`config.mk`:
```
export PLATFORM = sky130hd
export DESIGN_NAME = bar_frame_gen
export DESIGN_NICKNAME = d
export VERILOG_FILES = /design/src/rtl/bar_frame_gen.sv
export SDC_FILE = /design/constraint.sdc
export NUM_CORES = 1
export LEC_CHECK = 0
export ABC_CLOCK_PERIOD_IN_PS = 5400
export BUFFER_PORTS_ARGS = -buffer_cell sky130_fd_sc_hd__buf_4
export CORE_AREA = 3 3 166 168
export CTS_CLUSTER_DIAMETER = 30
export DETAILED_ROUTE_END_ITERATION = 12
export DIE_AREA = 0 0 169 171
export PLACE_DENSITY_LB_ADDON = 0.15
export REMOVE_ABC_BUFFERS = 1
export SLEW_MARGIN = 20
export SYNTH_ARGS = -nofsm -noshare
export SYNTH_HDL_FRONTEND = slang
export SYNTH_SLANG_ARGS = --single-unit
```
`constraint.sdc`:
```
create_clock -name clk -period 5.4 [get_ports clk]
set_input_delay 0.54 -clock clk [delete_from_list [all_inputs] [get_ports clk]]
set_output_delay 0.54 -clock clk [all_outputs]
set_load 0.005 [all_outputs]
```
`src/rtl/bar_frame_gen.sv`:
```
// Bar-graph frame generator for the LED matrix: double-buffered per-column levels,
// one full frame of pixel writes per start, then a flip/acknowledge handshake.
module bar_frame_gen #(
  parameter int COLS = 16,
  parameter int ROWS = 8,
  parameter int XW   = 4,
  parameter int YW   = 3,
  parameter int LW   = 4,
  parameter int CW   = 8
) (
  input  logic          clk,
  input  logic          rst,
  input  logic          lvl_we,
  input  logic [XW-1:0] lvl_col,
  input  logic [LW-1:0] lvl_val,
  input  logic [1:0]    mode,
  input  logic          start,
  output logic          busy,
  output logic          frame_done,
  output logic [XW-1:0] x,
  output logic [YW-1:0] y,
  output logic [CW-1:0] red,
  output logic [CW-1:0] green,
  output logic [CW-1:0] blue,
  output logic          valid,
  output logic          flip,
  input  logic          flipped
);

  localparam logic [CW-1:0] CMAX = '1;
  localparam logic [CW-1:0] CZERO = '0;

  typedef enum logic [1:0] {
    IDLE,
    RENDER,
    FLIP,
    WAIT_FLIP
  } state_t;

  state_t state, state_d;

  logic [LW-1:0] pending [COLS];
  logic [LW-1:0] active  [COLS];
  logic [LW-1:0] snap    [COLS];
  logic [1:0]    mode_q;

  logic          wr_ok;
  logic [LW-1:0] wr_val;

  logic          last_col, last_row;
  logic [XW-1:0] nx;
  logic [YW-1:0] ny;
  logic [LW-1:0] nxt_lvl;

  logic          load;
  logic [XW-1:0] x_d;
  logic [YW-1:0] y_d;
  logic [3*CW-1:0] rgb_d;
  logic          valid_d, flip_d, done_d;

  // Colour of one pixel given its column level, row and render mode ({red, green, blue}).
  function automatic logic [3*CW-1:0] shade(input logic [LW-1:0] lvl,
                                            input logic [YW-1:0] row,
                                            input logic [1:0]    m);
    int l;
    int r;
    l = int'(lvl);
    r = int'(row);
    shade = '0;
    if (m == 2'd1) begin
      if (l > 0 && r == l - 1) shade = {CMAX, CMAX, CMAX};
    end else if (r < l) begin
      if (r < ROWS / 2)          shade = {CZERO, CMAX, CZERO};
      else if (r < 3 * ROWS / 4) shade = {CMAX, CMAX, CZERO};
      else                       shade = {CMAX, CZERO, CZERO};
    end
  endfunction

  assign wr_ok  = lvl_we && (int'(lvl_col) < COLS);
  assign wr_val = (lvl_val > LW'(ROWS)) ? LW'(ROWS) : lvl_val;

  // Pending levels as they will be after this edge; also the snapshot taken on start,
  // so a write coinciding with start is included in that frame.
  always_comb begin
    for (int i = 0; i < COLS; i++) begin
      snap[i] = pending[i];
      if (wr_ok && int'(lvl_col) == i) snap[i] = wr_val;
    end
  end

  // NOTE: the level registers are plain flops with a reset, not a RAM; a cleared bar
  // state after reset is part of the block's contract, so every entry is reset.
  always_ff @(posedge clk or posedge rst) begin
    if (rst) begin
      for (int i = 0; i < COLS; i++) pending[i] <= '0;
    end else begin
      for (int i = 0; i < COLS; i++) pending[i] <= snap[i];
    end
  end

  always_ff @(posedge clk or posedge rst) begin
    if (rst) begin
      for (int i = 0; i < COLS; i++) active[i] <= '0;
      mode_q <= 2'd0;
    end else if (load) begin
      for (int i = 0; i < COLS; i++) active[i] <= snap[i];
      mode_q <= mode;
    end
  end

  // Scan position of the next pixel, derived from the registered x/y outputs.
  assign last_col = (x == XW'(COLS - 1));
  assign last_row = (y == YW'(ROWS - 1));
  assign nx       = last_col ? '0 : x + XW'(1);
  assign ny       = last_col ? y + YW'(1) : y;

  always_comb begin
    nxt_lvl = '0;
    for (int i = 0; i < COLS; i++) begin
      if (int'(nx) == i) nxt_lvl = active[i];
    end
  end

  // NOTE: every signal written here gets a default first, so no path leaves one
  // unassigned and no latch is inferred.
  always_comb begin
    state_d = state;
    load    = 1'b0;
    x_d     = '0;
    y_d     = '0;
    rgb_d   = '0;
    valid_d = 1'b0;
    flip_d  = 1'b0;
    done_d  = 1'b0;
    unique case (state)
      IDLE: begin
        if (start) begin
          state_d = RENDER;
          load    = 1'b1;
          valid_d = 1'b1;
          rgb_d   = shade(snap[0], '0, mode);
        end
      end
      RENDER: begin
        if (last_col && last_row) begin
          state_d = FLIP;
          flip_d  = 1'b1;
        end else begin
          x_d     = nx;
          y_d     = ny;
          valid_d = 1'b1;
          rgb_d   = shade(nxt_lvl, ny, mode_q);
        end
      end
      FLIP: begin
        state_d = WAIT_FLIP;
      end
      WAIT_FLIP: begin
        if (flipped) begin
          state_d = IDLE;
          done_d  = 1'b1;
        end
      end
      default: state_d = IDLE;
    endcase
  end

  // NOTE: sequential state uses non-blocking assignments so every flop samples the
  // values from before the edge, independent of statement order.
  always_ff @(posedge clk or posedge rst) begin
    if (rst) begin
      state      <= IDLE;
      x          <= '0;
      y          <= '0;
      red        <= '0;
      green      <= '0;
      blue       <= '0;
      valid      <= 1'b0;
      flip       <= 1'b0;
      frame_done <= 1'b0;
    end else begin
      state               <= state_d;
      x                   <= x_d;
      y                   <= y_d;
      {red, green, blue}  <= rgb_d;
      valid               <= valid_d;
      flip                <= flip_d;
      frame_done          <= done_d;
    end
  end

  assign busy = (state != IDLE);

endmodule

```
# Word-level counts from Yosys, hierarchy flattened
# Index checks and enable logic that the tools add are counted.
[word_totals] register_bits=166 input_bits=15 output_inout_bits=35 word_cells=181
[classes] add_sub_neg=4 magnitude_cmp=7 n_eq_ne=41 muxes=62 n_reduce_logical=25
[op_table] cell="$mux W24" n=8
[op_table] cell="$mux W4" n=36
[op_table] cell="$eq A4 B4 Y1 const B" n=17
[op_table] cell="$pmux W24 S2" n=1
[op_table] cell="$eq A4 B3 Y1 const B" n=8
[op_table] cell="$logic_not A32 Y1" n=1
[op_table] cell="$mux W16" n=2
[op_table] cell="$logic_and A1 B1 Y1" n=19
[op_table] cell="$eq A4 B2 Y1 const B" n=4
[op_table] cell="$sub A4 B1 Y5 const B" n=2
[op_table] cell="$mux W3" n=3
[op_table] cell="$eq A4 B1 Y1 const B" n=2
[op_table] cell="$gt A4 B1 Y1 const B" n=2
[op_table] cell="$logic_not A4 Y1" n=2
[op_table] cell="$pmux W2 S4" n=1
[op_table] cell="$mux W1" n=7
[op_table] cell="$eq A2 B1 Y1 const B" n=3
[op_table] cell="$lt A3 B3 Y1 const B" n=2
[op_table] cell="$mux W2" n=3
[op_table] cell="$ne A2 B2 Y1 const B" n=3
[op_table] cell="$eq A4 B5 Y1" n=1
[op_table] cell="$add A4 B1 Y4 const B" n=1
[op_table] cell="$eq A2 B2 Y1 const B" n=2
[op_table] cell="$gt A4 B4 Y1 const B" n=1
[op_table] cell="other kinds (8)" n=8

# Logic depth before layout (Yosys ltp)
# Gate-level depths: netlist of run 1.
[depth] depth_word=26 ltp_mapped=17 mapped_depth_nobuf=15

# Worst setup path after synthesis of run 1
# No wires, ideal clock.
[synth_timing] kind="flip-flop to flip-flop" from="reg x[0]" to="reg green[6]" arrival_ns=3.018 required_time_ns=5.313 path_slack_ns=2.296 path_stages_with_launch=16 cell_sequence="dfrtp_1 > inv_1 > ha_1 > buf_2 > buf_2 > a221oi_2 > o32ai_1 > a21boi_1 > a311oi_4 > ha_1 > nor2b_1 > o21ai_0 > nand2b_1 > a221oi_1 > o21ai_0 > o211ai_1"
[synth_between] elab_chain_cells=26 elab_cells_between_ends=51 classes_between="add/sub: 2; order compare: 4; eq/ne: 17; mux: 25; reduce/logical: 3"
[synth_lines] item="from (decl)" line_no="20" source="output logic [XW-1:0] x,"
[synth_lines] item="from (signal assigned)" line_no="173" source="x <= '0;"
[synth_lines] item="from (signal assigned)" line_no="183" source="x <= x_d;"
[synth_lines] item="$add A4 B1 Y4 / $eq A4 B4 Y1 (equally long branches)" line_no="114, 112"
[synth_lines] item="$mux W4" line_no="114" source="assign nx = last_col ? '0 : x + XW'(1);"
[synth_lines] item="$logic_not A4 Y1" line_no="120" source="if (int'(nx) == i) nxt_lvl = active[i];"
[synth_lines] item="$mux W4 (16 in a row)" line_no="120"
[synth_lines] item="$sub A4 B1 Y5" line_no="71" source="if (l > 0 && r == l - 1) shade = {CMAX, CMAX, CMAX};"
[synth_lines] item="$eq A4 B5 Y1" line_no="71"
[synth_lines] item="$logic_and A1 B1 Y1" line_no="71"
[synth_lines] item="$mux W24" line_no="71"
[synth_lines] item="$mux W24" line_no="70" source="if (m == 2'd1) begin"
[synth_lines] item="$mux W24 *" line_no="145" source="if (last_col && last_row) begin"
[synth_lines] item="$pmux W24 S2 *" line_no="135" source="unique case (state)"
[synth_lines] item="to (signal assigned)" line_no="185" source="{red, green, blue} <= rgb_d;"
[synth_lines] item="to (decl)" line_no="23" source="output logic [CW-1:0] green,"
# Mark *: on every way between the ends. The rest lies on a longest branch, timed or not.
# A chain may end at the register's enable or synchronous reset.

# Worst setup path after layout of run 1
[layout_timing] from="reg x[1]" to="reg green[6]"
# Same word-level chain as after synthesis.

==> impl_results.md, run 1 <==
- Multi-input gate area: 3040 µm²
- Max-slew headroom: 31.9%
- Io pins: 50
- Die width: 169 µm
- DRC: 0
- Port bufs: 49
- Setup CP Type: reg -> reg
- Via density per instance: 4.71
- Cell Area, Synth: 7060 µm²
- HPWL Detailed: 13.5 mm
- Outcome: finished, final reports clean
- Min Tclk post-route: 4.09 ns
- Syn_area_per_cell: 9.72 µm²
- VDD IR-drop max: 0.208 mV
- Routed WL per cell: 17.7 µm
- CTS root buffer: clkbuf_16
- #FFs+latches synth: 145
- DIE AREA: 28900 µm²
- Placed instance count: 1059
- Fillers: 2706
- Rows: 59
- Post-layout util: 31.1%
- CTS tree: yes
- Gr usage total: 14.0%
- WP data required: 5.73 ns
- Top-count cell post-synth: nand2_1
- CP max-delay cell: ha_1
- Post-synth ARST share: 100%
- Sequential Area: 3630 µm²
- Post-Synth Simple-Gate Area: 19.8%
- Worst min path class: in -> async
- Post-Synthesis Cells: 727
- Final TNS setup: 0 ns
- Critical path peak fanout: 24
- Synth Area in Adders: 2.83%
- Hold Buf Count CTS: 0
- CTS max path bufs: 2
- Initial antenna violation count: 0
- Worst R2R Path Depth: 13
- Slew Viols, Final: 0
- Pwr/cell area: 485 nW/µm²
- Crit path from: x[1]$_DFF_PP0_
- RSZ-0062 raised after global routing: no
- Grt peak-use layer: met2
- Vias in the first global route: 5305
- Synth area leaders: dfrtp_1 51%, nand2_1 12%, mux2_2 7.2%
- H-tree levels: 4
- TritonRoute pass-1 iters: 5
- Gpl congestion: 0.833
- Met1 global-route usage: 19.2%
- Initial Utilization: 27.1%
- Compound-Gate Fraction of Synth Area: 12.3%
- Synth warnings: 0
- Met3 Use GR: 2.52%
- Synth top area share: 51.4%
- Xor-xnor portion of the synthesized cell area: 0.248%
- Critical R2R Launch: x[1]$_DFF_PP0_
- Largest family of logic cells by synthesized area: simple AND/OR/NAND/NOR gates
- Nets: 774
- Synth area leader: dfrtp_1
- Iter 0 DRT Violations: 362
- Crit path DAT: 4.43 ns
- Core Area: 26100 µm²
- Final WL: 19.4 mm
- Register area share after synthesis: 51.4%
- Reg clk slew, reported paths: 0.07 ns
- Vias: 5134
- Maximum clock frequency: 0.244 GHz
- Layout cells sized above 1: 19.8%
- Cts repair resizes: 0
- Startpoint Class: flop
- Post-synthesis mux area share: 7.74%
- # setup viols final: 0
- CP peak stage delay: 0.76 ns
- Met2 Use GR: 22.8%
- Ant. Diodes: 0
- Cells along the critical path: inv_1 -> ha_1 -> clkinv_1 -> o221ai_1 -> a32oi_1 -> a311oi_4 -> ha_1 -> nor2b_1 -> o21ai_0 -> nand2b_1 -> a221oi_1 -> o21ai_0 -> o211ai_1
- Largest net degree at the start of global routing: 94
- Period utilization: 75.8%
- Synth top cells by count: 227 x nand2_1, 145 x dfrtp_1, 45 x mux2_2
- Yosys cell types: 70
- Post-Layout Cell Count: 1091
- Clock insertion delay at the later pin of the skew report: 0.42 ns
- Worst Skew: 0.00903 ns
- Antenna-violating nets left: 0
- Worst Setup End Kind: flop
- Total power: 3.94 mW
- Area growth from synthesis to layout: 14.8%
- DP Area: 7570 µm²
- Setup bufs post-CTS: 0
- CTS sink cnt: 145
- EDFF count, synth: 0
- First-pass GRT wire length: 31.2 mm
- Fin. Hold Viols: 0
- Grt total ovfl: 0
- Dominant synthesized flop cell: dfrtp_1
- Max-cap violations: 0
- Pleak: 3.87 nW
- Die height: 171 µm
- Measured slew at the worst slew-check pin: 1.02 ns
- Total CTS buffers: 17
- Post-route cell area: 8110 µm²
[worst max-delay path: cells and delay by family, from the launching register on]
kind	cells	cell delay, ns
simple gates	2	0.20
fa+ha+maj	2	1.06
flops	1	0.48
compound gates	7	1.64
buf+inv	2	0.62
[final cells by class]
type | count | area share (%)
Sequential cell | 145 | 44.7
Multi-Input combinational cell | 505 | 37.4
Clock buffer | 20 | 5.51
Tap cell | 335 | 5.17
Timing Repair Buffer | 54 | 5.00
Clock inverter | 12 | 1.20
Inverter | 20 | 0.987
[through the flow]
| stage | hold WS [ns] | setup slack, ns |
|---|---|---|
| 4_1_cts | 0.312 | 1.29 |
| 6_report | 0.288 | 1.31 |
| 3_5_place_dp | 0.476 | 1.30 |
| 5_1_grt | 0.331 | 0.869 |
| 3_3_place_gp | 0.469 | 1.42 |
| 2_1_floorplan | 0.437 | 0.965 |
[per-layer routing]
| layer | part of all wire, % | wire length (µm) |
|---|---|---|
| met5 | 0 | 0 |
| met3 | 3.2 | 616 |
| met4 | 1.3 | 260 |
| met1 | 48 | 9270 |
| met2 | 48 | 9220 |
[worst paths after layout]
check / end / slack, ns
setup / recovery: green[6]$_DFF_PP0_ / 1.31
hold / removal: active[51]$_DFFE_PP0P_ / 0.29
setup reg to reg: green[6]$_DFF_PP0_ / 1.31
hold reg to reg: active[19]$_DFFE_PP0P_ / 0.49
max in group asynchronous: x[1]$_DFF_PP0_ / 3.86
min in group clk: mode_q[0]$_DFFE_PP0P_ / 0.33
[state kept, by name, summed over array words and instances, names as in the netlist, 2 cells and up]
name,count
active,64
mode_q,2
pending,64
state,2
x,4
y,3
[layout by cell type (no fill, tap or decap), types with 5 or more instances in the layout]
cell type / instances
a21oi_1: 20
and2_1: 5
buf_4: 54
clkbuf_16: 17
clkinvlp_4: 5
dfrtp_1: 145
ha_1: 16
inv_1: 16
inv_6: 5
mux2_2: 45
nand2_1: 226
nand2b_1: 17
nand3b_1: 5
nor2_1: 27
nor2b_1: 11
nor3_1: 5
nor3b_1: 5
o21ai_0: 35
o22ai_1: 6
[kinds of logic after synthesis]
kind of cell             Yosys count
AND/OR/NAND/NOR                  321
flip-flops                       145
AO/OA/AOI/OAI                    117
buffers and inverters             77
multiplexers                      49
adder cells (fa/ha/maj)           16
XOR/XNOR                           2
[where the power goes]
part	internal [mW]	switching [mW]
Combinational	0.490	0.729
Sequential	1.39	0.226
Clock	0.608	0.497
Note: power is estimated with default switching activity, not from simulation.
==> run 2: changes to the inputs <==
ABC_AREA = 1   (was default)
ABC_CLOCK_PERIOD_IN_PS = 3300   (was 5400)
CORE_AREA = 3 3 164 166   (was 3 3 166 168)
DIE_AREA = 0 0 167 169   (was 0 0 169 171)
clock period = 3.3 ns   (was 5.4 ns; I/O delays follow)
==> run 2 against run 1 <==
Compared with the run above: global-route usage decreased by 0.49 points; cell area is 4.0% higher; sequential cell count unchanged; first-iteration DRC count is 3.0% lower; die area shrank 2.3%; total power increased by 68%; via count increased by 4.2%; combinational power up 84%; cell count up 15%; worst hold slack got worse by 0.28 ns; critical path depth up 20; critical endpoint is now red[6]$_DFF_PP0_; largest cell class unchanged.
==> impl_results.md, run 2 <==
- Grt total ovfl: 0
- DIE AREA: 28200 µm²
- Crit-path most repeated cell: nand2_1
- Buf+Inv Stages, Crit Path: 3
- Reg clk slew, reported paths: 0.07 ns
- Synth area leaders: dfrtp_1 53%, nand2_1 17%, o21ai_0 8.3%
- Io pins: 50
- VDD IR-drop max: 0.272 mV
- RSZ-0062 raised after global routing: yes
- Syn_area_per_cell: 8.17 µm²
- Post-Layout Cell Count: 1258
- Post-Synthesis Cells: 844
- CTS tree: yes
- Met2 Use GR: 21.3%
- Grt peak-use layer: met2
- TritonRoute pass-1 iters: 5
- Worst Skew: 0.00827 ns
- Commonest non-fill, non-tap cell in the layout: nand2_1
- Top-count cell post-synth: nand2_1
- Area growth from synthesis to layout: 22.4%
- WP data required: 3.66 ns
- Final WL: 18.4 mm
- Total CTS buffers: 17
- Met1 global-route usage: 19.0%
- DP Area: 7740 µm²
- Clock insertion delay at the later pin of the skew report: 0.42 ns
- Met3 Use GR: 2.59%
- Routed WL per cell: 14.6 µm
- Synth area leader: dfrtp_1
- Via density per instance: 4.25
- CP max-delay cell: dfrtp_1
- Fin. Hold Viols: 0
- Initial antenna violation count: 0
- Total power: 6.60 mW
- Max-slew headroom: 50.8%
- Largest net degree at the start of global routing: 71
- Worst Setup End Kind: flop
- Critical path peak fanout: 5
- Outcome: finished, final reports clean
- CP peak stage delay: 0.42 ns
- Pwr/cell area: 782 nW/µm²
- Ant. Diodes: 0
- CTS max path bufs: 2
- Measured slew at the worst slew-check pin: 0.730 ns
- First-pass GRT wire length: 29.5 mm
- Fillers: 2719
- Slew Viols, Final: 0
- Rows: 59
- Initial Utilization: 26.8%
- Synth top cells by count: 304 x nand2_1, 145 x dfrtp_1, 115 x o21ai_0
- Yosys cell types: 28
- Post-route cell area: 8440 µm²
- Sequential Area: 3630 µm²
- Crit path DAT: 3.59 ns
- Max-cap violations: 0
- Placed instance count: 1224
- Period utilization: 98.0%
- Layout cells sized above 1: 19.3%
- CTS sink cnt: 145
- #FFs+latches synth: 145
- Largest regs: active x64, pending x64, x x4
- Gpl congestion: 0.792
- Pleak: 4.15 nW
- Delay-heaviest family, CP: simple AND/OR/NAND/NOR gates
- Vias: 5349
- Startpoint Class: flop
- Cell Area, Synth: 6890 µm²
- Die width: 167 µm
- EDFF count, synth: 0
- Iter 0 DRT Violations: 351
- Vias in the first global route: 5236
- Nets: 942
- Worst min path class: in -> async
- Synth top area share: 52.6%
- Most frequent cells in the layout: 299 x nand2_1, 145 x dfrtp_1, 115 x o21ai_0
- Gr usage total: 13.5%
- HPWL Detailed: 12.8 mm
- Dominant synthesized flop cell: dfrtp_1
- H-tree levels: 4
- Die height: 169 µm
- Maximum clock frequency: 0.309 GHz
- CTS root buffer: clkbuf_16
- Setup CP Type: reg -> reg
- DRC: 0
- Post-synth ARST share: 100%
- Multi-input gate area: 2740 µm²
- Synth warnings: 0
- Min Tclk post-route: 3.23 ns
- Final TNS setup: 0 ns
- Port bufs: 49
- Antenna-violating nets left: 0
- Core Area: 25800 µm²
- Register area share after synthesis: 52.6%
- # setup viols final: 0
## run 2: cell count changes after synthesis, moves of 7 or more
cell and delta:
nor2b_1 -11, mux2_2 -45, nand3_2 +7, inv_1 +80
inv_2 +8, nand4_1 +8, nand3_1 +11, nand2b_1 -17
nand2_1 +77, buf_2 -8, o21ai_0 +80
## run 2: what timing repair did
| item | CTS | global route |
|---|---|---|
| pin swaps | 3 | 21 |
| setup endpoints to repair | 3 | 3 |
| endpoints found under the hold margin | 0 | 0 |
| setup buffers | 0 | 3 |
| hold buffers | 0 | 0 |
| gates cloned | 0 | 0 |
| resized for setup | 4 | 21 |
## run 2: cell families after synthesis
group	share of synthesized area (%)
AND/OR/NAND/NOR	24.5
buffers and inverters	9.09
flip-flops	52.6
AO/OA/AOI/OAI	10.5
adder cells (fa/ha/maj)	2.90
XOR/XNOR	0.381
## run 2: through the flow
| stage | setup slack, ns | hold WS, ns | util (%) |
|---|---|---|---|
| after floorplan | -0.925 | 0.434 | - |
| after global placement | 0.00548 | 0.461 | 30.0 |
| after detailed placement | -0.000981 | 0.464 | 30.0 |
| after CTS | 0.00487 | 0.0410 | 32.3 |
| after global routing | -0.271 | 0.0407 | 32.8 |
| final | 0.0664 | 0.0115 | 32.8 |
## run 2: worst register-to-register path: cells and delay by family (launching register included)
kind,cells,cell delay [ns]
flip-flops,1,0.42
AND/OR/NAND/NOR,28,2.14
buffers and inverters,3,0.23
adder cells (fa/ha/maj),2,0.36
## run 2: final cells by class
| type | count | share of cell area, % |
|---|---|---|
| tap | 335 | 4.97 |
| clock inverter | 13 | 1.65 |
| clock buffer | 18 | 5.09 |
| sequential | 145 | 43.0 |
| inverter | 107 | 4.85 |
| timing repair buffer | 87 | 7.98 |
| multi-input combinational | 553 | 32.5 |
## run 2: final timing paths
| path | start | to | slack (ns) | cells after the start |
|---|---|---|---|---|
| worst max register to register | x[1]$_DFF_PP0_ | red[6]$_DFF_PP0_ | 0.07 | 33 |
| max in group asynchronous | rst | active[19]$_DFFE_PP0P_ | 2.49 | 3 |
| worst max-delay path | x[1]$_DFF_PP0_ | red[6]$_DFF_PP0_ | 0.07 | 33 |
| worst min register to register | active[10]$_DFFE_PP0P_ | active[10]$_DFFE_PP0P_ | 0.47 | 2 |
| worst min-delay path | rst | pending[39]$_DFF_PP0_ | 0.01 | 2 |
| min in group clk | flipped | frame_done$_DFF_PP0_ | 0.12 | 3 |
## run 2: where the power goes
| group | total (mW) | internal [mW] | switching (mW) |
|---|---|---|---|
| Combinational | 2.24 | 0.888 | 1.36 |
| Sequential | 2.47 | 2.25 | 0.218 |
| Clock | 1.89 | 1.11 | 0.782 |
| Total | 6.60 | 4.25 | 2.36 |
## run 2: per-layer routing
layer,up-vias,share of wire (%),wire length [µm]
met3,10,2.0,362
met1,2534,50,9260
met5,-,0,0
met4,0,1.0,188
met2,43,47,8560
li1,2762,-,-
